[src/rtl/spatz_id_scoreboard.sv]
// Instruction-ID scoreboard: allocates IDs to issued vector instructions,
// tracks their destination registers for RAW/WAW stalls and retires IDs from several channels.
module spatz_id_scoreboard #(
  parameter int unsigned NrIds   = 16,
  parameter int unsigned NrVRegs = 32,
  parameter int unsigned NrRsp   = 3,
  localparam int unsigned IdW    = $clog2(NrIds),
  localparam int unsigned RegW   = $clog2(NrVRegs),
  localparam int unsigned CntW   = $clog2(NrIds + 1)
) (
  input  logic                   clk_i,
  input  logic                   rst_ni,
  input  logic                   issue_valid_i,
  output logic                   issue_ready_o,
  input  logic [RegW-1:0]        issue_vs1_i,
  input  logic [RegW-1:0]        issue_vs2_i,
  input  logic [RegW-1:0]        issue_vd_i,
  input  logic                   issue_use_vs1_i,
  input  logic                   issue_use_vs2_i,
  input  logic                   issue_use_vd_i,
  output logic [IdW-1:0]         issue_id_o,
  input  logic [NrRsp-1:0]       rsp_valid_i,
  input  logic [NrRsp*IdW-1:0]   rsp_id_i,
  output logic [CntW-1:0]        inflight_cnt_o,
  output logic                   busy_o,
  output logic [NrVRegs-1:0]     vreg_busy_o,
  output logic                   err_o
);

  logic [NrIds-1:0]    valid_q, valid_d;
  logic [RegW-1:0]     vd_q [NrIds];
  logic [NrIds-1:0]    wvd_q;
  logic [CntW-1:0]     cnt_q, cnt_d;
  logic                err_q, err_d;

  logic [NrIds-1:0]    retire_mask;
  logic [CntW-1:0]     retired_cnt;
  logic                rsp_err;
  logic [IdW-1:0]      free_id;
  logic                any_free;
  logic                hazard;
  logic                issue_fire;

  // Busy vregs come from registered state only, so a release is visible one cycle later.
  always_comb begin
    vreg_busy_o = '0;
    for (int i = 0; i < NrIds; i++) begin
      for (int r = 0; r < NrVRegs; r++) begin
        if (valid_q[i] && wvd_q[i] && (vd_q[i] == RegW'(r))) vreg_busy_o[r] = 1'b1;
      end
    end
  end

  always_comb begin
    free_id  = '0;
    any_free = 1'b0;
    for (int i = 0; i < NrIds; i++) begin
      if (!valid_q[i] && !any_free) begin
        free_id  = IdW'(i);
        any_free = 1'b1;
      end
    end
  end

  assign hazard = (issue_use_vs1_i && vreg_busy_o[issue_vs1_i]) ||
                  (issue_use_vs2_i && vreg_busy_o[issue_vs2_i]) ||
                  (issue_use_vd_i  && vreg_busy_o[issue_vd_i]);

  assign issue_ready_o = any_free && !hazard;
  assign issue_id_o    = free_id;
  assign issue_fire    = issue_valid_i && issue_ready_o;

  // Retiring a free ID, or the same ID twice in one cycle, is a protocol error.
  always_comb begin
    retire_mask = '0;
    rsp_err     = 1'b0;
    for (int k = 0; k < NrRsp; k++) begin
      if (rsp_valid_i[k]) begin
        if (!valid_q[rsp_id_i[k*IdW +: IdW]] || retire_mask[rsp_id_i[k*IdW +: IdW]]) begin
          rsp_err = 1'b1;
        end else begin
          retire_mask[rsp_id_i[k*IdW +: IdW]] = 1'b1;
        end
      end
    end
  end

  always_comb begin
    retired_cnt = '0;
    for (int i = 0; i < NrIds; i++) begin
      retired_cnt = retired_cnt + CntW'(retire_mask[i]);
    end
  end

  always_comb begin
    valid_d = valid_q & ~retire_mask;
    if (issue_fire) valid_d[free_id] = 1'b1;
    cnt_d = cnt_q + CntW'(issue_fire) - retired_cnt;
    err_d = err_q | rsp_err;
  end

  always_ff @(posedge clk_i) begin
    if (!rst_ni) begin
      valid_q <= '0;
      wvd_q   <= '0;
      vd_q    <= '{default: '0};
      cnt_q   <= '0;
      err_q   <= 1'b0;
    end else begin
      valid_q <= valid_d;
      cnt_q   <= cnt_d;
      err_q   <= err_d;
      if (issue_fire) begin
        vd_q[free_id]  <= issue_vd_i;
        wvd_q[free_id] <= issue_use_vd_i;
      end
    end
  end

  assign inflight_cnt_o = cnt_q;
  assign busy_o         = (cnt_q != '0);
  assign err_o          = err_q;

endmodule

[config.mk]
export PLATFORM = sky130hd
export DESIGN_NAME = spatz_id_scoreboard
export DESIGN_NICKNAME = d
export VERILOG_FILES = /design/src/rtl/spatz_id_scoreboard.sv
export SDC_FILE = /design/constraint.sdc
export NUM_CORES = 1
export LEC_CHECK = 0
export BUFFER_PORTS_ARGS = -buffer_cell sky130_fd_sc_hd__buf_4
export CAP_MARGIN = 10
export CORE_ASPECT_RATIO = 0.9
export CORE_MARGIN = 4
export CORE_UTILIZATION = 30
export DETAILED_ROUTE_END_ITERATION = 6
export GPL_TIMING_DRIVEN = 0
export PLACE_DENSITY = 0.5
export SLEW_MARGIN = 20
export SYNTH_ARGS = -nofsm -noshare
export SYNTH_HDL_FRONTEND = slang
export SYNTH_SLANG_ARGS = --single-unit
[constraint.sdc]
create_clock -name clk_i -period 10 [get_ports clk_i]
set_input_delay 3 -clock clk_i [delete_from_list [all_inputs] [get_ports clk_i]]
set_output_delay 3 -clock clk_i [all_outputs]
set_load 0.05 [all_outputs]
# Word-level counts from Yosys, hierarchy flattened
# Memory sizes are Yosys's and may differ from the RTL's.
# Index checks and enable logic that the tools add are counted.
# op_classes
bitwise,7
mux,585
eq_ne,496
n_addsub,17
reduce_logical,608
magnitude_cmp,13
# op_table
operator,n
$eq 5x5->1 const B,256
$eq 5x4->1 const B,128
$logic_and 1x1->1,553
$mux 1,548
$eq 5x3->1 const B,64
$eq 5x2->1 const B,32
$mux 16,7
$bwmux 80,1
$eq 5x1->1 const B,16
$logic_not 5->1,16
$add 5x1->5,12
$mux 4,14
$or 16x16->16,3
$logic_not 1->1,33
$bmux 1 s4,5
$demux 5 s4,1
$lt 4x5->1 const B,4
$lt 5x6->1 const B,3
$and 16x16->16,1
$bwmux 16,1
$demux 1 s4,4
$ge 4x1->1 const B,4
$not 16->16,1
$bmux 1 s5,3
other kinds (12),16
# word_totals
in_bits,36
register_bits,118
out_inout_bits,44
wordCells,1747
rom_bits,16
n_memories,1
# memory_table
memory,depth,word_bits,read_ports,rd_ports_with_merged_regs,wr,line_no,source
(no name shown),16,1,1,0,0,79,if (!valid_q[rsp_id_i[k*IdW +: IdW]] || retire_mask[rsp_id_i[k*IdW +: IdW]]) begin

# Longest topological paths before layout
# depth
depth_word,51
depth_mapped,28
mapped_depth_nobuf,26

# Worst setup path after synthesis
# No wires, ideal clock.
# synth_timing
path_type,in2reg
from,input port rsp_id_i[1]
to,register cnt_q[4] (netlist: inflight_cnt_o[4])
required_time_ns,9.872
path_slack_ns,0.656
cell_stages,25
t_arrival_ns,9.217
setup_time_ns,0.128
path_buffers,1
cell_sequence,clkbuf_1 mux4_2 mux2i_1 nor4_1 nor4b_1 a22oi_1 or3_1 a31oi_1 a21o_1 o221a_2 fa_1 ha_1 inv_1 fa_1 fa_1 inv_1 fa_1 ha_1 ha_1 inv_1 fa_1 xor2_1 xnor2_1 xnor2_1 nor2_1
# synth_via
elab_chain_cells,32
elab_cells_between_ends,41
classes_between,add/sub: 16; order compare: 2; mux: 15; bitwise: 2; reduce/logical: 5; memory: 1
# synth_lines
item,line_no,source
start: declaration,23,"input logic [NrRsp*IdW-1:0] rsp_id_i,"
$lt 4x5->1 (not written as such) (tied with other cells),82,retire_mask[rsp_id_i[k*IdW +: IdW]] = 1'b1;
$logic_and 1x1->1 (not written as such) or $mux 1 (tied branches),"82, 79",
$mux 1 (not written as such) or $logic_not 1->1 (tied branches),"82, 79",
$demux 1 s4 or $logic_or 1x1->1 (tied branches),"82, 79",
$mux 16 (*),79,
$mux 16 (*),78,if (rsp_valid_i[k]) begin
$bmux 1 s4,79,
$mux 1 (not written as such),79,
(+7 left out),-,
$mux 16 (*),78,
$add 1x1->2,91,retired_cnt = retired_cnt + CntW'(retire_mask[i]);
$add 2x1->3,91,
$add 3x1->4,91,
$add 4x1->5,91,
$add 5x1->5 (10 in a row),91,
$add 5x1->5 (*),91,
$sub 5x5->5 (*),98,cnt_d = cnt_q + CntW'(issue_fire) - retired_cnt;
end signal: assignment,111,cnt_q <= cnt_d;
end: declaration,33,"logic [CntW-1:0] cnt_q, cnt_d;"
# Mark *: on every way between the ends. The rest lies on a longest branch, timed or not. The select of a mux whose other input is x is not followed.
# A chain may end at the register's enable or synchronous reset.

# Worst setup path after layout
# layout_timing
from,input port rsp_id_i[6]
to,register cnt_q[4] (netlist: inflight_cnt_o[4])
# layout_via
elab_chain_cells,28
elab_cells_between_ends,36
classes_between,add/sub: 16; order compare: 2; mux: 12; bitwise: 2; reduce/logical: 4
# layout_lines
item,line_no
$lt 4x5->1 (not written as such) or $ge 4x1->1 (tied branches),82
$logic_and 1x1->1 (not written as such),82
$mux 1 (not written as such),82
$demux 1 s4,82
$or 16x16->16 (no source line),-
$mux 16 (*),79
$mux 16 (*),78
$bmux 1 s4,79
(+3 left out),-
$mux 16 (*),78
$add 1x1->2,91
$add 2x1->3,91
$add 3x1->4,91
$add 4x1->5,91
$add 5x1->5 (10 in a row),91
$add 5x1->5 (*),91
$sub 5x5->5 (*),98
# Marked as above.

==> summary.md <==
| Metric | Value |
|---|---|
| Crit path top cell by count | `fa_1` |
| Netlist cell types | `101` |
| Syn avg cell area | `7.57 um^2` |
| Synth Instances | `1659` |
| HPWL after DPL | `58200 um` |
| IO Port Bufs | `67` |
| R2r startpoint | `valid_q[13]$_SDFF_PN0_` |
| Clk slew on worst S/H paths | `0.06 ns` |
| Final Skew | `0.0119 ns` |
| Row Count | `70` |
| Worst r2r dst | `inflight_cnt_o[4]$_SDFF_PN0_` |
| Total power | `1.51 mW` |
| Reg2reg setup slack | `1.88 ns` |
| Initial antenna violation count | `0` |
| Crit path kind | `input pin to register` |
| Clk buf depth | `2` |
| Total GRT Usage | `30.5%` |
| Via/cell ratio | `6.50` |
| FMAX | `0.104 GHz` |
| CTS tree | `done` |
| CTS Sinks | `118` |
| Worst-Margin Slew | `1.09 ns` |
| CTS Root Cell | `clkbuf_16` |
| Synth async-reset ratio | `0%` |
| Crit path capture type | `register` |
| Slowest Stage Delay on Critical Path | `0.58 ns` |
| Outcome | `finished, violations left` |
| Dpl cells | `2266` |
| Max rail drop VDD | `0.168 mV` |
| Nets | `1811` |
| Syn_nets | `1725` |
| Drt total wl | `71700 um` |
| Number of global-route vias before repair | `13.8k` |
| Ports | `80` |
| R2R depth | `26` |
| Sequential area share after synthesis | `18.8%` |
| Critical Path Fanout Max | `9` |
| Fin cells | `2298` |
| HP Class | `register to register` |
| Core area | `41000 um^2` |
| Die Wd | `224 um` |
| Critical path endpoint | `inflight_cnt_o[4]$_SDFF_PN0_` |
| Slew headroom | `27.4%` |
| Largest net degree at the start of global routing | `17` |
| Failing checks | `DRC` |
| Yosys reg bits | `118` |
| Fraction of layout cells with a size suffix above 1 | `13.5%` |
| Clk Latency, worst-skew pair | `0.43 ns` |
| Most common flop cell mapped by yosys | `dfxtp_1` |
| Finished Core Util | `35.1%` |
| Die area | `45200 um^2` |
| Fin. Hold Viols | `0` |
| Max-cap viol count | `0` |
| Part of the cycle the worst path needs | `96.6%` |
| Critical path origin | `rsp_id_i[6]` |
| Initial DRT Pass Iterations | `7` |
| Yosys warns | `0` |
| Lkg Pwr | `5.17 nW` |
| Synthesized area | `12600 um^2` |
| Via count | `14.9k` |
| Die boundary height | `202 um` |
| RSZ-0062 raised after global routing | `false` |
| WL per Instance | `31.2 um` |
| PwrDens | `105 nW/um^2` |
| CP max stage cell | `nor4b_2` |
| Data required time of the worst path | `10.30 ns` |
| WHS | `0.474 ns` |
| Arr. time, crit path | `9.96 ns` |
| Post-synth EDFFs | `0` |
| Initial DRC count | `2397` |
| Area delta synth->final | `14.4%` |
| ANT cells | `0` |
| Final ANT Viol Nets | `0` |
| Setup TNS | `0 ns` |
| Final Critical Period | `9.66 ns` |
| Final setup violation count | `0` |
| First-pass GRT wire length | `102000 um` |
| CP Launch Type | `input pin` |
| H-tree levels | `4` |
| Initial Utilization | `30.7%` |
| Fin. max-slew vios | `0` |
| Overflow after GRT | `0` |
| CTS buffer count | `17` |
| Number of remaining DRC errors | `6` |
| RD Place Congestion | `1.02` |
==> power breakdown <==
part / leakage, nW / internal (mW) / total (mW) / switching [mW]
registers: 0.953 / 0.484 / 0.498 / 0.0134
logic: 3.93 / 0.143 / 0.372 / 0.229
clock network: 0.291 / 0.394 / 0.638 / 0.245
total: 5.17 / 1.02 / 1.51 / 0.487
==> worst max-delay path: cells and delay by family <==
kind | cells | cell delay, ns
adder cells (fa/ha/maj) | 8 | 2.86
AO/OA/AOI/OAI | 6 | 1.94
buffers and inverters | 4 | 0.47
AND/OR/NAND/NOR | 4 | 1.18
XOR/XNOR | 3 | 0.50
==> worst min-delay path by stage <==
stage	start	endpoint	slack, ns	depth (start not counted)
after detailed placement	vd_q[74]$_SDFFE_PN0P_	vd_q[74]$_SDFFE_PN0P_	0.47	2
after CTS	vd_q[74]$_SDFFE_PN0P_	vd_q[74]$_SDFFE_PN0P_	0.48	2
after global placement	vd_q[79]$_SDFFE_PN0P_	vd_q[79]$_SDFFE_PN0P_	0.46	2
after global routing	wvd_q[0]$_SDFFE_PN0P_	wvd_q[0]$_SDFFE_PN0P_	0.49	2
after floorplan	vd_q[4]$_SDFFE_PN0P_	vd_q[4]$_SDFFE_PN0P_	0.45	2
final	vd_q[79]$_SDFFE_PN0P_	vd_q[79]$_SDFFE_PN0P_	0.47	2
==> kinds of logic after synthesis <==
logic type	synth area share, %
compound gates	21.0
mux	11.1
xor+xnor	0.558
simple gates	38.9
flops	18.8
buf+inv	5.74
fa+ha+maj	3.82
==> cell type report <==
cell class | count | area (um^2)
plain buffers | 111 | 504
clock buffers | 18 | 429
clock inverters | 14 | 173
fillers | 4447 | 26600
inverters | 58 | 218
multi-input cells | 1372 | 9510
flip-flops and latches | 118 | 2360
well taps | 540 | 676
repair buffers | 67 | 503
==> routing by layer <==
layer	global-route usage, %	vias to the layer above	wire [um]
li1	-	6514	-
met1	44.6	7296	31800
met4	9.66	0	2830
met3	7.30	175	7780
met5	0	-	0
met2	43.9	958	29300
==> registers in the layout, summed over array words and instances, names as in the netlist <==
name            flops
err_o               1
inflight_cnt_o      5
valid_q            16
vd_q               80
wvd_q              16
==> cell usage after synthesis (8+ instances only) <==
cell	instances	share of area [%]
or3_1	10	0.50
nand2b_1	42	2.1
nand4_1	32	1.6
o211ai_1	10	0.60
nand3b_1	23	1.4
mux4_2	12	2.2
a31oi_1	12	0.60
and2_1	12	0.60
nor2_1	165	4.9
nand2_1	190	5.7
nor3_1	100	4.0
clkbuf_1	65	1.9
o22ai_1	100	5.0
buf_2	31	1.2
or2_2	9	0.45
nand3_4	16	2.2
a2111oi_0	13	0.91
dfxtp_1	118	19
a22oi_1	36	2.2
a221oi_1	15	1.0
fa_1	14	2.2
a32oi_1	10	0.70
o21ai_0	19	0.76
and3_1	13	0.65
nand4b_1	32	2.2
nand3_1	54	2.2
nor4_1	46	2.3
a211oi_1	12	0.72
o22a_1	8	0.56
mux2i_1	105	8.4
or4bb_1	14	1.3
inv_1	56	1.7
nor2b_1	24	1.2
ha_1	16	1.6
or3b_2	8	0.56
a21oi_1	51	2.0
==> cells in the final DEF, fill, tap and decap left out, types with 14 or more instances in the layout <==
master,netlist,layout
nand2_1,190,190
nor2_1,165,164
dfxtp_1,118,118
mux2i_1,105,105
o22ai_1,100,99
nor3_1,100,98
buf_4,6,73
clkbuf_1,65,65
inv_1,56,56
nand3_1,54,54
a21oi_1,51,51
nor4_1,46,45
nand2b_1,42,42
a22oi_1,36,36
nand4b_1,32,32
nand4_1,32,32
buf_2,31,31
nor2b_1,24,24
nand3b_1,23,23
o21ai_0,19,19
clkbuf_16,0,17
nand3_4,16,16
ha_1,16,16
a221oi_1,15,15
or4bb_1,14,14
fa_1,14,14
==> timing repair <==
item	in CTS	in global routing
resized for setup	1	2
setup endpoints to repair	1	1
hold buffers	0	0
gates cloned	0	0
setup buffers	0	0
==> stage by stage <==
| step | instance area, um^2 | setup WS, ns |
|---|---|---|
| 3_3_place_gp | 13700 | -0.572 |
| 6_report | 14400 | 0.341 |
| 2_1_floorplan | 12600 | 0.656 |
| 4_1_cts | 14400 | 0.218 |
| 5_1_grt | 14400 | 0.117 |
| 3_5_place_dp | 13800 | -0.524 |
(Power assumes the default switching activity.)
